$ cat src/rtl/mini_rv32i_mmio_pkg.sv
// Shared constants and types for the mini_rv32i MMIO slave: register offsets, FSM states, default window base.
// The optional CYCLE register (offset OFF_CYCLE) is only decoded when MINI_RV32I_MMIO_CYCLE_CNT_EN is defined.
package mini_rv32i_mmio_pkg;

    localparam logic [31:0] DEFAULT_BASE_ADDR = 32'h1000_0000;

    localparam logic [7:0] OFF_IN_A  = 8'h00;
    localparam logic [7:0] OFF_IN_B  = 8'h04;
    localparam logic [7:0] OFF_OP    = 8'h08;
    localparam logic [7:0] OFF_RES   = 8'h0C;
    localparam logic [7:0] OFF_DONE  = 8'h10;
    localparam logic [7:0] OFF_CYCLE = 8'h14;

    typedef enum logic [0:0] {
        ST_IDLE = 1'b0,
        ST_RESP = 1'b1
    } state_e;

endpackage

$ cat src/rtl/mini_rv32i_mmio_if.sv
// Load/store bus between the mini_rv32i core (master) and an MMIO slave.
interface mini_rv32i_mmio_if;
    logic        bus_req;
    logic        bus_we;
    logic [31:0] bus_addr;
    logic [31:0] bus_wdata;
    logic [3:0]  bus_wstrb;
    logic [31:0] bus_rdata;
    logic        bus_ready;
    logic        bus_err;

    modport master (
        output bus_req, bus_we, bus_addr, bus_wdata, bus_wstrb,
        input  bus_rdata, bus_ready, bus_err
    );

    modport slave (
        input  bus_req, bus_we, bus_addr, bus_wdata, bus_wstrb,
        output bus_rdata, bus_ready, bus_err
    );
endinterface

$ cat src/rtl/mini_rv32i_mmio_byte_merge.sv
// Per-byte merge of a stored word into existing data under a write strobe.
// Purely combinational so it can be shared with a RAM slave.
module mmio_byte_merge (
    input  logic [31:0] old_data_i,
    input  logic [31:0] new_data_i,
    input  logic [3:0]  wstrb_i,
    output logic [31:0] merged_o
);

    // Select each byte from the new word where its strobe is set.
    always_comb begin
        merged_o = old_data_i;
        for (int i = 0; i < 4; i++) begin
            if (wstrb_i[i]) begin
                merged_o[8*i +: 8] = new_data_i[8*i +: 8];
            end else begin
                merged_o[8*i +: 8] = old_data_i[8*i +: 8];
            end
        end
    end

endmodule

$ cat src/rtl/mini_rv32i_mmio.sv
// MMIO slave for the mini_rv32i core: read-only operand snapshot, result and done registers.
// Define MINI_RV32I_MMIO_CYCLE_CNT_EN to add the free-running CYCLE register at offset 0x14.
module mini_rv32i_mmio
    import mini_rv32i_mmio_pkg::*;
#(
    parameter logic [31:0] BASE_ADDR = DEFAULT_BASE_ADDR,
    parameter int          DATA_W    = 32
) (
    input  logic                  clk,
    input  logic                  rst,
    mini_rv32i_mmio_if.slave      bus,
    input  logic [DATA_W-1:0]     io_in_a,
    input  logic [DATA_W-1:0]     io_in_b,
    input  logic [1:0]            io_op,
    output logic [DATA_W-1:0]     io_out_res,
    output logic                  io_out_valid,
    output logic                  done
);

    state_e      state_q, state_d;
    logic        we_q, we_d;
    logic [31:0] addr_q, addr_d;
    logic [31:0] wdata_q, wdata_d;
    logic [3:0]  wstrb_q, wstrb_d;
    logic [31:0] a_q, b_q;
    logic [1:0]  op_q;
    logic [31:0] res_q, res_d;
    logic        valid_q, valid_d;
    logic        done_q, done_d;
    logic [31:0] rdata_q, rdata_d;
    logic        ready_q, ready_d;
    logic        err_q, err_d;

    logic [31:0] dec_addr_s;
    logic        mapped_s;
    logic [31:0] rd_val_s;
    logic        dec_err_s;
    logic [31:0] merged_s;

`ifdef MINI_RV32I_MMIO_CYCLE_CNT_EN
    logic [31:0] cyc_q, cyc_d;

    // Cycle counter runs until firmware signals done, wrapping naturally.
    always_comb begin
        if (!done_q) begin
            cyc_d = cyc_q + 32'd1;
        end else begin
            cyc_d = cyc_q;
        end
    end
`endif

    mmio_byte_merge u_merge (
        .old_data_i (res_q),
        .new_data_i (wdata_q),
        .wstrb_i    (wstrb_q),
        .merged_o   (merged_s)
    );

    // Decode the live address when accepting, the latched one when committing.
    always_comb begin
        if (state_q == ST_IDLE) begin
            dec_addr_s = bus.bus_addr;
        end else begin
            dec_addr_s = addr_q;
        end
        mapped_s = 1'b1;
        case (dec_addr_s[7:0])
            OFF_IN_A:  rd_val_s = a_q;
            OFF_IN_B:  rd_val_s = b_q;
            OFF_OP:    rd_val_s = {30'b0, op_q};
            OFF_RES:   rd_val_s = res_q;
            OFF_DONE:  rd_val_s = {31'b0, done_q};
`ifdef MINI_RV32I_MMIO_CYCLE_CNT_EN
            OFF_CYCLE: rd_val_s = cyc_q;
`endif
            default: begin
                rd_val_s = 32'h0000_0000;
                mapped_s = 1'b0;
            end
        endcase
        dec_err_s = (dec_addr_s[31:8] != BASE_ADDR[31:8]) ||
                    (dec_addr_s[1:0] != 2'b00) || !mapped_s;
    end

    // Two-state access FSM: accept and answer in IDLE, pulse ready and commit in RESP.
    always_comb begin
        state_d = state_q;
        we_d    = we_q;
        addr_d  = addr_q;
        wdata_d = wdata_q;
        wstrb_d = wstrb_q;
        res_d   = res_q;
        valid_d = valid_q;
        done_d  = done_q;
        rdata_d = 32'h0000_0000;
        ready_d = 1'b0;
        err_d   = 1'b0;
        case (state_q)
            ST_IDLE: begin
                if (bus.bus_req) begin
                    state_d = ST_RESP;
                    we_d    = bus.bus_we;
                    addr_d  = bus.bus_addr;
                    wdata_d = bus.bus_wdata;
                    wstrb_d = bus.bus_wstrb;
                    ready_d = 1'b1;
                    err_d   = dec_err_s;
                    if (!bus.bus_we && !dec_err_s) begin
                        rdata_d = rd_val_s;
                    end else begin
                        rdata_d = 32'h0000_0000;
                    end
                end else begin
                    state_d = ST_IDLE;
                end
            end
            ST_RESP: begin
                state_d = ST_IDLE;
                if (we_q && !dec_err_s) begin
                    // Result is frozen once done is set so an external checker sees a stable value.
                    if (addr_q[7:0] == OFF_RES && !done_q && wstrb_q != 4'h0) begin
                        res_d   = merged_s;
                        valid_d = 1'b1;
                    end else if (addr_q[7:0] == OFF_DONE && wdata_q[0] && wstrb_q[0]) begin
                        done_d = 1'b1;
                    end else begin
                        res_d  = res_q;
                    end
                end else begin
                    res_d = res_q;
                end
            end
            default: begin
                state_d = ST_IDLE;
            end
        endcase
    end

    // State and output registers; reset also snapshots the operand pins.
    always_ff @(posedge clk) begin
        if (rst) begin
            state_q <= ST_IDLE;
            we_q    <= 1'b0;
            addr_q  <= 32'h0000_0000;
            wdata_q <= 32'h0000_0000;
            wstrb_q <= 4'h0;
            a_q     <= io_in_a;
            b_q     <= io_in_b;
            op_q    <= io_op;
            res_q   <= 32'h0000_0000;
            valid_q <= 1'b0;
            done_q  <= 1'b0;
            rdata_q <= 32'h0000_0000;
            ready_q <= 1'b0;
            err_q   <= 1'b0;
`ifdef MINI_RV32I_MMIO_CYCLE_CNT_EN
            cyc_q   <= 32'h0000_0000;
`endif
        end else begin
            state_q <= state_d;
            we_q    <= we_d;
            addr_q  <= addr_d;
            wdata_q <= wdata_d;
            wstrb_q <= wstrb_d;
            res_q   <= res_d;
            valid_q <= valid_d;
            done_q  <= done_d;
            rdata_q <= rdata_d;
            ready_q <= ready_d;
            err_q   <= err_d;
`ifdef MINI_RV32I_MMIO_CYCLE_CNT_EN
            cyc_q   <= cyc_d;
`endif
        end
    end

    // Masking with rst keeps every output at zero for the whole reset cycle,
    // including a RESP cycle cut short by reset.
    assign bus.bus_ready = ready_q & ~rst;
    assign bus.bus_err   = err_q & ~rst;
    assign bus.bus_rdata = rdata_q & {32{~rst}};
    assign io_out_res    = res_q & {32{~rst}};
    assign io_out_valid  = valid_q & ~rst;
    assign done          = done_q & ~rst;

endmodule

$ cat src/flat_wrapper.sv
// flat-port wrapper written by rule: the top's interface ports become plain ports
module mini_rv32i_mmio_flat import mini_rv32i_mmio_pkg::*;
#(
    parameter logic [31:0] BASE_ADDR = DEFAULT_BASE_ADDR,
    parameter int          DATA_W    = 32
)
  (clk, rst, io_in_a, io_in_b, io_op, io_out_res, io_out_valid, done, bus_bus_req, bus_bus_we, bus_bus_addr, bus_bus_wdata, bus_bus_wstrb, bus_bus_rdata, bus_bus_ready, bus_bus_err);
  mini_rv32i_mmio_if bus_i ();
  input  logic clk;
  input  logic rst;
  input  logic [DATA_W-1:0] io_in_a;
  input  logic [DATA_W-1:0] io_in_b;
  input  logic [1:0] io_op;
  output logic [DATA_W-1:0] io_out_res;
  output logic io_out_valid;
  output logic done;
  input wire logic [$bits(bus_i.bus_req)-1:0] bus_bus_req;
  input wire logic [$bits(bus_i.bus_we)-1:0] bus_bus_we;
  input wire logic [$bits(bus_i.bus_addr)-1:0] bus_bus_addr;
  input wire logic [$bits(bus_i.bus_wdata)-1:0] bus_bus_wdata;
  input wire logic [$bits(bus_i.bus_wstrb)-1:0] bus_bus_wstrb;
  output wire logic [$bits(bus_i.bus_rdata)-1:0] bus_bus_rdata;
  output wire logic [$bits(bus_i.bus_ready)-1:0] bus_bus_ready;
  output wire logic [$bits(bus_i.bus_err)-1:0] bus_bus_err;
  assign bus_i.bus_req = bus_bus_req;
  assign bus_i.bus_we = bus_bus_we;
  assign bus_i.bus_addr = bus_bus_addr;
  assign bus_i.bus_wdata = bus_bus_wdata;
  assign bus_i.bus_wstrb = bus_bus_wstrb;
  assign bus_bus_rdata = bus_i.bus_rdata;
  assign bus_bus_ready = bus_i.bus_ready;
  assign bus_bus_err = bus_i.bus_err;
  mini_rv32i_mmio #(.BASE_ADDR(BASE_ADDR), .DATA_W(DATA_W)) u_core (.clk(clk), .rst(rst), .bus(bus_i), .io_in_a(io_in_a), .io_in_b(io_in_b), .io_op(io_op), .io_out_res(io_out_res), .io_out_valid(io_out_valid), .done(done));
endmodule
$ cat config.mk
export PLATFORM = sky130hd
export DESIGN_NAME = mini_rv32i_mmio_flat
export DESIGN_NICKNAME = d
export VERILOG_FILES = /design/src/rtl/mini_rv32i_mmio_pkg.sv /design/src/rtl/mini_rv32i_mmio_if.sv /design/src/rtl/mini_rv32i_mmio_byte_merge.sv /design/src/rtl/mini_rv32i_mmio.sv /design/src/flat_wrapper.sv
export SDC_FILE = /design/constraint.sdc
export NUM_CORES = 1
export LEC_CHECK = 0
export CAP_MARGIN = 30
export CORE_MARGIN = 8
export CORE_UTILIZATION = 45
export CTS_BUF_LIST = sky130_fd_sc_hd__clkbuf_4 sky130_fd_sc_hd__clkbuf_8
export DETAILED_ROUTE_END_ITERATION = 6
export GPL_TIMING_DRIVEN = 0
export PLACE_DENSITY = 0.73
export SETUP_SLACK_MARGIN = 0.15
export SLEW_MARGIN = 20
export SYNTH_ARGS = -nofsm -noshare
export SYNTH_HDL_FRONTEND = slang
export SYNTH_HIERARCHICAL = 1
export SYNTH_SLANG_ARGS = --single-unit
$ cat constraint.sdc
create_clock -name clk -period 2.9 [get_ports clk]
set_input_delay 0.58 -clock clk [delete_from_list [all_inputs] [get_ports clk]]
set_output_delay 0.58 -clock clk [all_outputs]
set_load 0.01 [all_outputs]
==> results of run 1 <==
[synth_stat cells (all sizes together) (3+ instances only)]
| master | instances | area share (%) |
|---|---|---|
| nand2 | 143 | 6.2 |
| dfxtp | 137 | 32 |
| nor2b | 102 | 7.4 |
| a21oi | 70 | 4.0 |
| edfxtp | 66 | 23 |
| mux2 | 66 | 11 |
| clkbuf | 37 | 1.6 |
| nor2 | 36 | 1.6 |
| mux2i | 34 | 3.9 |
| a2bb2oi | 30 | 3.0 |
| buf | 21 | 2.2 |
| nor4 | 8 | 0.58 |
| o22ai | 5 | 0.36 |
| nand2b | 4 | 0.29 |
| and3 | 3 | 0.22 |
| nand4b | 3 | 0.30 |
| or3 | 3 | 0.22 |
| or3b | 3 | 0.30 |
| or4b | 3 | 0.35 |
[report_power, final]
part	leakage (nW)	total, W	switching (W)	internal, W
registers	1.76	0.00313	0.0000579	0.00308
logic	2.26	0.000576	0.000264	0.000312
clock network	0.412	0.00295	0.00114	0.00181
total	4.43	0.00666	0.00146	0.00520
[final cells by class]
type                    instances  area share (%)
repair buffers                209            17.6
flip-flops and latches        203            39.7
plain buffers                  57            2.82
clock buffers                  50            5.15
well taps                     260            2.73
multi-input cells             532            30.5
clock inverters                12            1.57
[cell families after synthesis]
| kind of cell | count (synthesis) | share of synthesized area [%] |
|---|---|---|
| and+or+nand+nor | 319 | 18.2 |
| DFF | 203 | 54.4 |
| AOI/OAI and AO/OA | 113 | 8.41 |
| buffers and inverters | 58 | 3.81 |
| muxes | 100 | 15.1 |
[how the worst min path moves through the flow]
stage,to,from,slack [ps],cells past startpoint
2_1_floorplan,u_core/addr_q[28]$_SDFFE_PP0P_,u_core/addr_q[28]$_SDFFE_PP0P_,430,2
3_3_place_gp,u_core/addr_q[15]$_SDFFE_PP0P_,u_core/addr_q[15]$_SDFFE_PP0P_,440,2
3_5_place_dp,u_core/addr_q[21]$_SDFFE_PP0P_,u_core/addr_q[21]$_SDFFE_PP0P_,440,2
4_1_cts,u_core/a_q[2]$_DFFE_PP_,rst,440,1
5_1_grt,u_core/a_q[15]$_DFFE_PP_,rst,460,1
6_report,u_core/addr_q[21]$_SDFFE_PP0P_,u_core/addr_q[21]$_SDFFE_PP0P_,450,2
[what timing repair did]
| action | CTS | global route |
|---|---|---|
| resized for setup | 7 | 7 |
| setup endpoints to repair | 82 | 70 |
| buffers inserted | 2 | 1 |
| hold buffers | 0 | 0 |
| pin swaps | 1 | 2 |
[registers in the layout, indices dropped and copies added (netlist names), 2 cells and up]
name	cells
u_core/rdata_q	32
u_core/wdata_q	32
u_core/a_q	32
u_core/addr_q	32
u_core/b_q	32
u_core/res_q	32
u_core/wstrb_q	4
u_core/op_q	2
[metal layers]
layer | global-route usage [%] | vias up | wire length, um
li1 | - | 3236 | -
met1 | 23.1 | 3088 | 9900
met5 | 0 | - | 0
met3 | 3.85 | 27 | 1460
met4 | 5.93 | 0 | 365
met2 | 32.1 | 206 | 11300
[cells in the final DEF, fill, tap and decap left out, types with 4 or more instances in the layout]
cell             synthesis  layout
mux2_4                  61      61
nand2b_1                 4       4
mux2_2                   5       5
a2bb2oi_1               30      30
buf_1                    5       5
nand2_1                143     143
clkbuf_4                 0      12
nor2_1                  36      36
bufinv_16                0       5
edfxtp_1                66      66
clkbuf_1                37      31
buf_4                    4       8
nor2b_1                102     102
a21oi_1                 70      70
clkdlybuf4s50_1          0     204
clkbuf_8                 0      38
mux2i_1                 34      33
nor4_1                   8       8
o22ai_1                  5       5
dfxtp_1                137     137
buf_12                   3       4
buf_6                    6       6
buf_2                    3       4
[metrics by stage]
stage / util [%] / power, W / area (um2)
global route: 63.3 / 0.00691 / 11900
floorplan: - / 0.00345 / 8680
detailed placement: 58.8 / 0.00376 / 11100
finish: 63.3 / 0.00666 / 11900
CTS: 63.2 / 0.00674 / 11900
global placement: 58.7 / 0.00375 / 11100
[worst register-to-register path, cell delays in order, from the launching register on]
cell	delay, ps
dfxtp_1	400
buf_6	170
nor3b_1	340
nand4_1	220
a2111oi_4	540
and3_1	250
buf_6	160
buf_12	160
mux2_4	300
==> results.toml, run 1 <==
[yosys]
synth-seq-cells = 203
synth_area_per_cell_um2 = 10.9
synthArstFlopShare_pct = 0
syn_inst = 793
synth_edf_count = 66
ys_seq_area_share_pct = 54.4
yosysWarnings = 6
ys.flop_type = "dfxtp_1"
syn-cell-area_um2 = 8680
synth_nets = 931
synth_cell_type_count = 39

[cts]
cts_tree = "done"
cts_buffers = 36
clk_pin_slew_ps = 50
clockBufferDepth = 3
cts_sinks = 203
insertion_delay_ps = 510
htree_levels = 2
cts-root-buf = "clkbuf_8"

[run]
max_cap_viol_count = 0

[layout]
drive_above_1_share_pct = 14.9
seq_area_um2 = 4720
fillers = 1535
layout.nets = 1177
syn2layout_area_growth_pct = 37.3
instances_no_fill = 1323
multiInputGateArea_um2 = 3630
antenna_cells = 0

[critical_path]
critical_path_buf_inv_count = 3
cp-end-kind = "flop"
regToRegStartpoint = "u_core/state_q$_SDFF_PP0_"
path_class = "in2reg"
critPathTopFamily = "simple AND/OR/NAND/NOR gates"
required_ps = 3280
crit_arrival_ps = 3060
crit_start = "bus_bus_addr[0]"
path_cells = "clkdlybuf4s50_1, or3_1, nand4b_1, a2111oi_4, and3_1, buf_6, buf_12, mux2_4"
cp-start-kind = "input port"
crit_cells = 8
r2r_setup_slack_ps = 240
slowest_delay_ps = 480
r2r_end = "u_core/res_q[26]$_SDFFE_PP0P_"
critPathCapture = "u_core/res_q[26]$_SDFFE_PP0P_"
cpMaxStageDelayCell = "a2111oi_4"
critPathMaxFanout = 10
r2r_cells = 8

[power]
vdd_ir_drop_max_mv = 0.431
p_leak_nw = 4.43
powerDensity_nw_per_um2 = 559

[drt]
drt_iter0_drc = 322
drc = 0
routed_via_density = 4.96
routedWlPerCell_um = 17.4
ant_nets = 0
drt-pass1-iter-count = 5
vias = 6557
wl_um = 23000

[sta]
setup_viol = 0
slew_headroom_pct = 54.0
rsz0062_at_grt = "false"
max_freq_mhz = 373
finalClockSkew_ps = 17.5
hold_slack_ps = 450
fin_crit_sh_pct = 92.5
final_max_slew_viol_count = 0
fin_crit_ps = 2680
hold_viol_final = 0
finalWorstSetupSlack_ps = 217
finalSetupTns_ps = 0
worstMarginPinSlew_ps = 676

[floorplanning]
die_w_um = 155
dieArea_um2 = 24000
coreArea_um2 = 18800
die-height_um = 155
io_pins = 206
start_util_pct = 46.1
rows = 50

[place]
dp_worst_setup_slack_ps = -979
dpl.hpwl_um = 16700
routabilityCongestion = 0.829
numPortBuffers = 205
dp.cells = 1259

[grt]
grtUsageTotal_pct = 18.7
grt_antenna_before_repair = 0
grt_overflow = 0
grt_pass1_vias = 6675
grt_first_pass_wirelength_um = 35500
grt_max_degree = 43

[run_status]
run_status = "complete, no violations"

[worst_hold_path]
holdCritPathClass = "reg2reg"
Power figures use the tool's default switching activity.
==> run 2: changes to the inputs <==
==> constraint.sdc (replaced) <==
create_clock -name clk -period 3.4 [get_ports clk]
set_input_delay 0.68 -clock clk [delete_from_list [all_inputs] [get_ports clk]]
set_output_delay 0.68 -clock clk [all_outputs]
set_load 0.01 [all_outputs]
==> run 2 against run 1 <==
- die area stayed put
- register-to-register slack improved by 360 ps
- via count fell by 0.20%
- largest power group unchanged
- clock power fell by 15%
- cell area fell by 0.24%
- sequential share of layout area rose by 0.096 points
- highest routed layer unchanged
- clock skew is essentially flat
- total power decreased by 15%
- first-iteration DRC count is 13% lower
==> results.toml, run 2 (same netlist as run 1, synthesis figures left out) <==
[cts]
clk_pin_slew_ps = 50
cts_sinks = 203
htree_levels = 2
cts-root-buf = "clkbuf_8"
clockBufferDepth = 3
cts_buffers = 36
cts_tree = "done"
insertion_delay_ps = 510
ctsHoldBuffers = 0
cts_setup_buffers = 0

[floorplanning]
io_pins = 206
start_util_pct = 46.1
dieArea_um2 = 24000
coreArea_um2 = 18800
die-height_um = 155
die_w_um = 155
rows = 50

[critical_path]
path_cells = "buf_6, clkbuf_2, clkbuf_2, nor2b_1, clkdlybuf4s50_1"
critPathTopFamily = "buffers and inverters"
path_class = "in2out"
critPathMaxFanout = 42
regToRegStartpoint = "u_core/state_q$_SDFF_PP0_"
slowest_delay_ps = 540
cpMaxStageDelayCell = "clkdlybuf4s50_1"
cp-start-kind = "input port"
crit_arrival_ps = 2360
r2r_setup_slack_ps = 600
critical_path_buf_inv_count = 4
cp-end-kind = "output pin"
r2r_cells = 7
r2r_end = "u_core/rdata_q[9]$_SDFF_PP0_"
crit_path_frequent_cell = "clkbuf_2"
required_ps = 2720

[worst_hold_path]
hp-start = "u_core/addr_q[21]$_SDFFE_PP0P_"
whs_path_depth = 2
holdCritPathClass = "reg2reg"
min_to = "u_core/addr_q[21]$_SDFFE_PP0P_"

[sta]
final_max_slew_viol_count = 0
finalWorstSetupSlack_ps = 359
worstMarginPinSlew_ps = 652
finalClockSkew_ps = 17.7
hold_viol_final = 0
rsz0062_at_grt = "false"
setup_viol = 0
fin_crit_sh_pct = 89.4
fin_crit_ps = 3040
slew_headroom_pct = 56.5
max_freq_mhz = 329
finalSetupTns_ps = 0

[drt]
ant_nets = 0
routed_via_density = 4.95
routedWlPerCell_um = 17.3
wl_um = 22900
drt-pass1-iter-count = 4
vias = 6544
drc = 0
drt_iter0_drc = 280

[power]
vdd_ir_drop_max_mv = 0.368
p_leak_nw = 4.41
powerDensity_nw_per_um2 = 478

[grt]
grt_max_degree = 43
grt_overflow = 0
grt_pass1_vias = 6654
grtUsageTotal_pct = 18.6
grt_first_pass_wirelength_um = 35400
grt_antenna_before_repair = 0

[place]
dpl.hpwl_um = 16700
numPortBuffers = 205
routabilityCongestion = 0.829
placedInstanceArea_um2 = 11100
dp_worst_setup_slack_ps = -679

[layout]
syn2layout_area_growth_pct = 36.9
fillers = 1538
drive_above_1_share_pct = 14.3
layout_commonest_cell = "clkdlybuf4s50_1"
antenna_cells = 0
seq_area_um2 = 4720
multiInputGateArea_um2 = 3620
stdcell_area_um2 = 11900
final_cell_mix = "clkdlybuf4s50_1 (204), nand2_1 (143), dfxtp_1 (137), nor2b_1 (102), a21oi_1 (70)"
layout.nets = 1175

[run_status]
run_status = "complete, no violations"

[run]
max_cap_viol_count = 0
run 2: routing by layer:
layer	GRT usage, %	share of wire (%)	vias up
met2	32.0	49	196
li1	-	-	3236
met5	0	0	-
met4	5.93	1.6	0
met1	23.0	44	3087
met3	3.85	5.8	25
run 2: worst max-delay path by stage:
| stage | from | slack, ps | end | cells past startpoint |
|---|---|---|---|---|
| 4_1_cts | rst | 150 | bus_bus_rdata[0] | 5 |
| 3_3_place_gp | rst | -2960 | bus_bus_rdata[2] | 6 |
| 2_1_floorplan | bus_bus_addr[0] | 800 | u_core/res_q[10]$_SDFFE_PP0P_ | 7 |
| 6_report | rst | 360 | io_out_valid | 5 |
| 5_1_grt | rst | 220 | bus_bus_rdata[0] | 5 |
| 3_5_place_dp | rst | -680 | bus_bus_rdata[2] | 6 |
run 2: timing repair:
item | CTS | global route
pin swaps | 0 | 0
endpoints found under the setup margin | 67 | 35
resized for setup | 3 | 1
run 2: power by group:
group | internal, W | total (W) | switching (W)
logic | 0.000265 | 0.000489 | 0.000224
clock network | 0.00154 | 0.00251 | 0.000969
registers | 0.00262 | 0.00267 | 0.0000492
run 2: layout make-up:
| class | count | area share [%] |
|---|---|---|
| Buffer | 57 | 2.78 |
| Sequential cell | 203 | 39.8 |
| Tap cell | 260 | 2.74 |
| Clock buffer | 50 | 5.16 |
| Multi-Input combinational cell | 532 | 30.5 |
| Clock inverter | 12 | 1.57 |
| Timing Repair Buffer | 207 | 17.5 |
run 2: worst register-to-register path: cells and delay by family (launching register included):
kind | cells | cell delay, ps
flops | 1 | 400
compound gates | 1 | 270
buf+inv | 2 | 590
simple gates | 4 | 1480
run 2: stage by stage:
step                      hold WS (ps)  std cells  util [%]  power (W)
final                              450       1321      63.1    0.00567
after global routing               467       1321      63.1    0.00589
after floorplan                    431        793         -    0.00294
after global placement             439       1258      58.7    0.00320
after CTS                          451       1320      63.0    0.00575
after detailed placement           443       1259      58.8    0.00321
